--- config.mk ---
export PLATFORM = sky130hd
export DESIGN_NAME = pc_fetch_predict_flat
export DESIGN_NICKNAME = d
export VERILOG_FILES = /design/src/rtl/pc_fetch_predict_if.sv /design/src/rtl/pc_fetch_predict.sv /design/src/flat_wrapper.sv
export SDC_FILE = /design/constraint.sdc
export NUM_CORES = 2
export LEC_CHECK = 0
export BUFFER_PORTS_ARGS = -buffer_cell sky130_fd_sc_hd__buf_2
export CAP_MARGIN = 20
export CELL_PAD_IN_SITES_DETAIL_PLACEMENT = 0
export CELL_PAD_IN_SITES_GLOBAL_PLACEMENT = 1
export CORE_UTILIZATION = 25
export CTS_CLUSTER_DIAMETER = 100
export DETAILED_ROUTE_END_ITERATION = 10
export GPL_ROUTABILITY_DRIVEN = 0
export MAX_ROUTING_LAYER = met4
export PLACE_DENSITY = 0.44
export SLEW_MARGIN = 20
export SYNTH_ARGS = -nofsm -noshare
export SYNTH_HDL_FRONTEND = slang
export SYNTH_HIERARCHICAL = 1
export SYNTH_SLANG_ARGS = --single-unit
--- constraint.sdc ---
create_clock -name clk -period 8.42 [get_ports clk]
set_clock_uncertainty 0.05 [all_clocks]
set_input_delay 1.684 -clock clk [delete_from_list [all_inputs] [get_ports clk]]
set_output_delay 1.684 -clock clk [all_outputs]
set_load 0.02 [all_outputs]
--- src/rtl/pc_fetch_predict_if.sv ---
// Fetch-PC bundle: EX resolution inputs and fetch-side prediction outputs.
// The fetch block takes the slave modport; the pipeline (or bench) takes master.
interface pc_fetch_predict_if #(
  parameter int XLEN = 32
);
  logic            StallF;
  logic            BranchE;
  logic            TakenE;
  logic [XLEN-1:0] PCE;
  logic [XLEN-1:0] ImmExtE;
  logic            PredTakenE;
  logic [XLEN-1:0] PredTargetE;
  logic [XLEN-1:0] PCF;
  logic [XLEN-1:0] PCPlus4F;
  logic            PredTakenF;
  logic [XLEN-1:0] PredTargetF;
  logic            MispredictE;

  modport slave (
    input  StallF, BranchE, TakenE, PCE, ImmExtE, PredTakenE, PredTargetE,
    output PCF, PCPlus4F, PredTakenF, PredTargetF, MispredictE
  );

  modport master (
    output StallF, BranchE, TakenE, PCE, ImmExtE, PredTakenE, PredTargetE,
    input  PCF, PCPlus4F, PredTakenF, PredTargetF, MispredictE
  );
endinterface

--- src/rtl/pc_fetch_predict.sv ---
// Fetch PC register with a direct-mapped BTB (2-bit counters) and EX redirect.
// One pc_fetch_btb_entry instance per BTB slot; lookup and update muxes in the top.
module pc_fetch_btb_entry #(
  parameter int XLEN = 32,
  parameter int TAGW = 26
) (
  input  logic            clk,
  input  logic            rst,
  input  logic            we,
  input  logic            taken,
  input  logic [TAGW-1:0] tag_in,
  input  logic [XLEN-1:0] tgt_in,
  output logic            valid,
  output logic [TAGW-1:0] tag,
  output logic [XLEN-1:0] tgt,
  output logic [1:0]      ctr
);
  logic match;
  assign match = valid && (tag == tag_in);

  always_ff @(posedge clk) begin
    if (rst) begin
      valid <= 1'b0;
      tag   <= '0;
      tgt   <= '0;
      ctr   <= 2'b01;
    end else if (we) begin
      tgt <= tgt_in;
      if (match) begin
        // saturating 2-bit counter, 00..11
        if (taken) ctr <= (ctr == 2'b11) ? 2'b11 : ctr + 2'd1;
        else       ctr <= (ctr == 2'b00) ? 2'b00 : ctr - 2'd1;
      end else begin
        valid <= 1'b1;
        tag   <= tag_in;
        ctr   <= taken ? 2'b10 : 2'b01;
      end
    end
  end
endmodule

module pc_fetch_predict #(
  parameter int              XLEN      = 32,
  parameter int              BTB_DEPTH = 16,
  parameter logic [XLEN-1:0] RESET_PC  = '0,
  parameter int              IMM_SHIFT = 1
) (
  input  logic                     clk,
  input  logic                     rst,
  pc_fetch_predict_if.slave        bus
);
  localparam int IDXW = $clog2(BTB_DEPTH);
  localparam int TAGW = XLEN - IDXW - 2;

  logic [XLEN-1:0] pc_q;
  logic [XLEN-1:0] pc_plus4;
  logic [IDXW-1:0] idx_f, idx_e;
  logic [TAGW-1:0] tag_f, tag_e;
  logic            hit_f, ptk_f;
  logic [XLEN-1:0] ptgt_f;
  logic [XLEN-1:0] tgt_e, redirect;
  logic            mis_e;

  logic [BTB_DEPTH-1:0]           e_valid;
  logic [BTB_DEPTH-1:0]           e_we;
  logic [BTB_DEPTH-1:0][TAGW-1:0] e_tag;
  logic [BTB_DEPTH-1:0][XLEN-1:0] e_tgt;
  logic [BTB_DEPTH-1:0][1:0]      e_ctr;

  assign idx_f = pc_q[IDXW+1:2];
  assign tag_f = pc_q[XLEN-1:IDXW+2];
  assign idx_e = bus.PCE[IDXW+1:2];
  assign tag_e = bus.PCE[XLEN-1:IDXW+2];

  genvar g;
  generate
    for (g = 0; g < BTB_DEPTH; g++) begin : g_btb
      pc_fetch_btb_entry #(.XLEN(XLEN), .TAGW(TAGW)) u_ent (
        .clk    (clk),
        .rst    (rst),
        .we     (e_we[g]),
        .taken  (bus.TakenE),
        .tag_in (tag_e),
        .tgt_in (tgt_e),
        .valid  (e_valid[g]),
        .tag    (e_tag[g]),
        .tgt    (e_tgt[g]),
        .ctr    (e_ctr[g])
      );
    end
  endgenerate

  // one-hot write enable; updates are independent of StallF
  always_comb begin
    e_we = '0;
    if (bus.BranchE) e_we[idx_e] = 1'b1;
  end

  // lookup reads pre-update entry contents, so a same-index write shows next cycle
  assign pc_plus4 = pc_q + XLEN'(4);
  assign hit_f    = e_valid[idx_f] && (e_tag[idx_f] == tag_f);
  assign ptk_f    = hit_f && e_ctr[idx_f][1];
  assign ptgt_f   = ptk_f ? e_tgt[idx_f] : pc_plus4;

  assign tgt_e    = bus.PCE + (bus.ImmExtE << IMM_SHIFT);
  assign redirect = bus.TakenE ? tgt_e : bus.PCE + XLEN'(4);
  assign mis_e    = bus.BranchE &&
                    ((bus.TakenE != bus.PredTakenE) ||
                     (bus.TakenE && (tgt_e != bus.PredTargetE)));

  always_ff @(posedge clk) begin
    if (rst)              pc_q <= RESET_PC;
    else if (mis_e)       pc_q <= redirect;
    else if (!bus.StallF) pc_q <= ptgt_f;
  end

  assign bus.PCF         = pc_q;
  assign bus.PCPlus4F    = pc_plus4;
  assign bus.PredTakenF  = ptk_f;
  assign bus.PredTargetF = ptgt_f;
  assign bus.MispredictE = mis_e;
endmodule

--- src/flat_wrapper.sv ---
// flat-port wrapper written by rule: the top's interface ports become plain ports
module pc_fetch_predict_flat 
#(
  parameter int              XLEN      = 32,
  parameter int              BTB_DEPTH = 16,
  parameter logic [XLEN-1:0] RESET_PC  = '0,
  parameter int              IMM_SHIFT = 1
)
  (clk, rst, bus_StallF, bus_BranchE, bus_TakenE, bus_PCE, bus_ImmExtE, bus_PredTakenE, bus_PredTargetE, bus_PCF, bus_PCPlus4F, bus_PredTakenF, bus_PredTargetF, bus_MispredictE);
  pc_fetch_predict_if #(.XLEN(XLEN)) bus_i ();
  input  logic clk;
  input  logic rst;
  input wire logic [$bits(bus_i.StallF)-1:0] bus_StallF;
  input wire logic [$bits(bus_i.BranchE)-1:0] bus_BranchE;
  input wire logic [$bits(bus_i.TakenE)-1:0] bus_TakenE;
  input wire logic [$bits(bus_i.PCE)-1:0] bus_PCE;
  input wire logic [$bits(bus_i.ImmExtE)-1:0] bus_ImmExtE;
  input wire logic [$bits(bus_i.PredTakenE)-1:0] bus_PredTakenE;
  input wire logic [$bits(bus_i.PredTargetE)-1:0] bus_PredTargetE;
  output wire logic [$bits(bus_i.PCF)-1:0] bus_PCF;
  output wire logic [$bits(bus_i.PCPlus4F)-1:0] bus_PCPlus4F;
  output wire logic [$bits(bus_i.PredTakenF)-1:0] bus_PredTakenF;
  output wire logic [$bits(bus_i.PredTargetF)-1:0] bus_PredTargetF;
  output wire logic [$bits(bus_i.MispredictE)-1:0] bus_MispredictE;
  assign bus_i.StallF = bus_StallF;
  assign bus_i.BranchE = bus_BranchE;
  assign bus_i.TakenE = bus_TakenE;
  assign bus_i.PCE = bus_PCE;
  assign bus_i.ImmExtE = bus_ImmExtE;
  assign bus_i.PredTakenE = bus_PredTakenE;
  assign bus_i.PredTargetE = bus_PredTargetE;
  assign bus_PCF = bus_i.PCF;
  assign bus_PCPlus4F = bus_i.PCPlus4F;
  assign bus_PredTakenF = bus_i.PredTakenF;
  assign bus_PredTargetF = bus_i.PredTargetF;
  assign bus_MispredictE = bus_i.MispredictE;
  pc_fetch_predict #(.XLEN(XLEN), .BTB_DEPTH(BTB_DEPTH), .RESET_PC(RESET_PC), .IMM_SHIFT(IMM_SHIFT)) u_core (.clk(clk), .rst(rst), .bus(bus_i));
endmodule
=== After elaboration in Yosys (flattened, before gate mapping) ===
Index checks and enable logic that the tools add are counted.

* Shift-type cells: 0
* Reduce and logical (&&, ||, !) cells: 54
* Bitwise logic cells: 16
* Add/subtract/negate cells: 35
* $lt $le $gt $ge: 3
* Muxes and demuxes: 80
* Divide/modulo/power cells: 0
* Multipliers: 0
* Eq/ne operators: 36

{| class="wikitable"
|+ Operators by type and width
! operator !! count
|-
| equality test 26 bit || 17
|-
| 2-to-1 mux 32 bit || 5
|-
| 2-to-1 mux 2 bit || 66
|-
| binary-select mux 32 bit (select 4 bit) || 1
|-
| binary-select mux 26 bit (select 4 bit) || 1
|-
| adder 32 x 3 -> 32 bit, second input constant || 2
|-
| adder 2 x 1 -> 2 bit, second input constant || 16
|-
| adder 32 bit || 1
|-
| equality test 2 bit, second input constant || 16
|-
| zero test 2 bit || 16
|-
| inequality test 32 bit || 1
|-
| AND reduction 2 bit || 16
|-
| subtractor 2 x 1 -> 2 bit, second input constant || 16
|-
| 2-to-1 mux 26 bit || 1
|-
| logical AND 1 bit || 21
|-
| 2-to-1 mux 16 bit || 1
|-
| NOT 1 bit || 16
|-
| < comparator 4 x 5 -> 1 bit, second input constant || 2
|-
| binary-select mux 2 bit (select 4 bit) || 1
|-
| binary-select mux 1 bit (select 4 bit) || 1
|-
| demux 1 bit (select 4 bit) || 1
|-
| greater-or-equal comparator 4 x 1 -> 1 bit, second input constant || 1
|-
| 2-to-1 mux 1 bit || 2
|-
| inequality test 2 x 1 -> 1 bit, second input constant || 1
|-
| other kinds (2) || 2
|}

* Memories kept: 0
* Latch bits: 0
* Register bits after elaboration: 1008
* Input bits: 102
* Bits in read-only memories: 0
* Word-level logic and storage cells: 289
* Memory bits (writable): 0

=== Logic depth before layout (Yosys ltp) ===
* Depth after elaboration: 8
* Depth in mapped cells: 17
* Gate-level depth less buffers: 14

=== Hierarchy ===
The synthesis kept the hierarchy.

{| class="wikitable"
|+ Modules (own cells, without submodules)
! module !! sequential area each (µm²) !! area each (µm²) !! cells each !! times used
|-
| pc_fetch_btb_entry || 1221.2 || 2511.2 || 245 || 16
|-
| pc_fetch_predict || 640.6 || 14727.9 || 1509 || 1
|}

=== Worst setup path after synthesis ===
No wires, ideal clock.

* Kind: input to output
* Start point: input port bus_PCE[15]
* End point: output port bus_MispredictE
* Arrival time: 5.537 ns
* Slack: 1.149 ns
* Path buffers: 3
* Cell stages on the path: 15
* Cells stage by stage: ha_1 > buf_2 > and2_1 > nand3_1 > or3_1 > a21o_1 > and2_1 > clkbuf_1 > o311ai_1 > xnor2_1 > nand4_1 > or4_4 > nand2_4 > inv_2 > clkbuf_1

* Word-level cells in the longest chain between the ends: 5

{| class="wikitable"
|+ Ends and longest elaborated chain
! element !! RTL line !! source
|-
| from (decl) || flat_wrapper.sv:16 || <nowiki>input wire logic [$bits(bus_i.PCE)-1:0] bus_PCE;</nowiki>
|-
| adder 32 bit || pc_fetch_predict.sv:105 || <nowiki>assign tgt_e = bus.PCE + (bus.ImmExtE << IMM_SHIFT);</nowiki>
|-
| named net u_core.tgt_e[28] || pc_fetch_predict.sv:61 || <nowiki>logic [XLEN-1:0] tgt_e, redirect;</nowiki>
|-
| inequality test 32 bit || pc_fetch_predict.sv:109 || <nowiki>(bus.TakenE && (tgt_e != bus.PredTargetE)));</nowiki>
|-
| logical AND 1 bit || pc_fetch_predict.sv:109 ||
|-
| logical OR 1 bit || pc_fetch_predict.sv:108 || <nowiki>((bus.TakenE != bus.PredTakenE) ||</nowiki>
|-
| logical AND 1 bit || pc_fetch_predict.sv:107 || <nowiki>assign mis_e = bus.BranchE &&</nowiki>
|-
| to (decl) || flat_wrapper.sv:24 || <nowiki>output wire logic [$bits(bus_i.MispredictE)-1:0] bus_MispredictE;</nowiki>
|}

The timed path passes the listed nets, and every way through them passes these cells.

=== Final worst setup path ===
* Start point: input port bus_PCE[6]
* End point: output port bus_MispredictE

Same word-level chain as after synthesis.

==> metrics.cfg <==
[sta]
whs_ns = 0.436
slew_violations = 0
max_freq_mhz = 124
period_share = 0.955
rsz0062_at_grt = no
setup_viol = 0
fin_crit_ns = 8.04
hold_viol = 0
worstMarginPinSlew_ns = 1.13
fin_tns_setup_ns = 0
relSlewSlack = 0.244

[yosys]
synth-xor-area-share = 0.0883
dominantRegCellSynth = dfxtp_1
synth_top_area_frac = 0.368
synth_top_family_by_area = multiplexers
synth_compound_gate_area_share = 0.0518
synthCells = 5429
ys_types = 97
synth_fp_nets = 5567
synth.cell_area_sq_mm = 0.0549
synth_area_per_cell_sq_um = 10.1
async_flop_share = 0
synth_area_leaders = dfxtp_1 (37%), mux2i_1 (18%), mux4_2 (10%)
synth_seq_area_share = 0.368
synth_edf_count = 0
synth_top_area_cell = dfxtp_1
synth_seq_cells = 1008
ys_warn_count = 6
synthMuxAreaShare = 0.301
yosys.area_share.simple = 0.135
synth_fa_ha_area_frac = 0.00834

[critical_path]
worstPathArrival_ns = 6.31
rr_worst_depth = 11
critPathMaxFanout = 21
startpoint_type = primary input
critPathCaptureType = primary output
critical_path_class = in2out
cp.required_ns = 6.69

[global_route]
grt_max_degree = 189
grt_use_total = 0.224
antenna_found_initial = 23
grt_pass1_vias = 41600
grt_overflow = 0
grt_pass1_wl_mm = 342

[placement]
place_area_sq_mm = 0.0588
post-dp-hpwl_mm = 173
io_buffers = 198

[power]
p_sw_mw = 3.93
share_comb_of_total_power = 0.169
ir_drop_mv = 0.197
clkPwrFrac = 0.439
p_sw_frac = 0.309
intPower_mw = 8.77
seqPwrFrac = 0.392
power.density_mw_per_mm2 = 201
leakagePower_nw = 23.6
power_mw = 12.7

[clock_tree]
cts_setup_buffers = 0
cts_tree = built
clkTransAtPathRegs_ns = 0.06
htree_num_levels = 3
cts_resized = 0
clockBufferDepth = 3
holdBufCountCts = 0
clk_latency_ns = 0.82
root_buffer = clkbuf_16
clkSinkCount = 1008
numCtsBuffers = 121

[detailed_routing]
drt_wl_total_mm = 246
wl_per_cell_um = 29.0
drt-initial-drc-count = 3114
drc = 0
viasPerCell = 4.96
first_pass_iters = 5
drtAntennaViolNets = 0
vias = 42100

[finish]
drive_above_1_share = 0.174
nNetsFinal = 5658
syn_to_final_growth_pct = 14.8
final_area_sq_mm = 0.0631

[die]
die_area_sq_mm = 0.222
start_util = 0.252
core.rowCount = 171
die_width_um = 471
io_pins = 200
die_y_um = 471
core_sq_mm = 0.218

[min_path]
hold_depth = 2
min_path_type = reg2reg

[run_status]
status = completed

[run]
maxCapViolCount = 0

per-stage QoR:
step,worst slack (ns),util,std cells
2_1_floorplan,1.15,-,5429
3_3_place_gp,0.358,0.270,8250
3_5_place_dp,0.399,0.270,8250
4_1_cts,0.387,0.290,8471
5_1_grt,0.305,0.290,8475
6_report,0.380,0.290,8479
area by class of cell:
cell class	instances	area, sq um
clock inverters	41	564
diodes	7	17.5
multi-input cells	3970	32400
flip-flops and latches	1008	20200
inverters	50	190
clock buffers	180	3660
repair buffers	369	2420
fillers	22900	155000
well taps	2854	3570
cells in the final DEF, fill, tap and decap left out, types with 24 or more instances in the layout:
master and count:
nand2_1 166, mux2_2 60, clkbuf_8 37, a31oi_1 25, xnor2_1 431, nand3_1 80, clkbuf_16 123, a21oi_1 103
o21ai_0 82, ha_1 35, clkinv_2 24, mux4_2 249, nand4_1 129, buf_4 162, nor3_1 37, inv_1 44
mux2i_1 1006, buf_2 196, dfxtp_1 1004, nor2_1 1038, xor2_1 85
final timing paths:
| path | startpoint | endpoint | slack [ns] |
|---|---|---|---|
| setup / recovery | bus_PCE[6] | bus_MispredictE | 0.38 |
| hold / removal | u_core/g_btb[8].u_ent/valid | u_core/g_btb[8].u_ent/valid | 0.44 |
| setup reg to reg | u_core/bus.PCF[3] | u_core/bus.PCF[3] | 2.53 |
| hold reg to reg | u_core/g_btb[8].u_ent/valid | u_core/g_btb[8].u_ent/valid | 0.44 |
logic make-up after synthesis:
family,Yosys count
AOI/OAI and AO/OA,419
xor gates and xnor gates,544
adders and majority gates,36
buffers and inverters,451
DFF,1008
muxes,1322
and+or+nand+nor,1649
worst max-delay path, stage by stage:
cell	delay, ns
buf_2	0.34
ha_1	0.45
and3_1	0.23
a221oi_1	0.63
o21ai_0	0.29
xor2_2	0.28
xnor2_1	0.16
nand4_1	0.15
nor4_1	0.51
nand4_1	0.27
or4_4	0.76
nand2_4	0.23
inv_2	0.10
buf_2	0.17
power groups by stage:
stage / Combinational (mW) / Clock (mW) / Sequential, mW
6_report: 2.15 / 5.57 / 4.98
5_1_grt: 2.25 / 5.93 / 4.99
4_1_cts: 2.16 / 5.74 / 4.98
3_5_place_dp: 2.15 / 0 / 5.08
3_3_place_gp: 2.15 / 0 / 5.08
2_1_floorplan: 1.20 / 0 / 5.03
per-layer routing:
layer | GRT usage | vias up | part of all wire
li1 | - | 19500 | -
met1 | 0.281 | 21400 | 0.44
met2 | 0.362 | 932 | 0.48
met3 | 0.0226 | 323 | 0.035
met4 | 0.0981 | 0 | 0.050
met5 | - | - | 0
Yosys cell counts (17+ instances only):
cell type  number
nand2b_1       20
buf_1          35
buf_6          28
inv_1          46
mux2_2         60
dfxtp_1      1008
nor2_1       1052
clkbuf_1      192
o41ai_1        17
a31oi_1        25
nand4b_1       19
nor3b_1        21
nand3_1        80
o21ai_0        83
nor3_1         39
mux2i_1      1006
o21a_1         18
a21oi_1       103
buf_2          96
xnor2_1       447
buf_12         34
nand4_1       129
mux4_2        249
ha_1           35
nand2_1       166
xor2_1         91
state kept, by name (all words and copies together), names as in the netlist:
name / flops
u_core/bus.PCF: 32
u_core/g_btb.u_ent/valid: 16
u_core/g_btb.u_ent/ctr: 32
u_core/g_btb.u_ent/tag: 416
u_core/g_btb.u_ent/tgt: 512
Note: power is estimated with default switching activity, not from simulation.
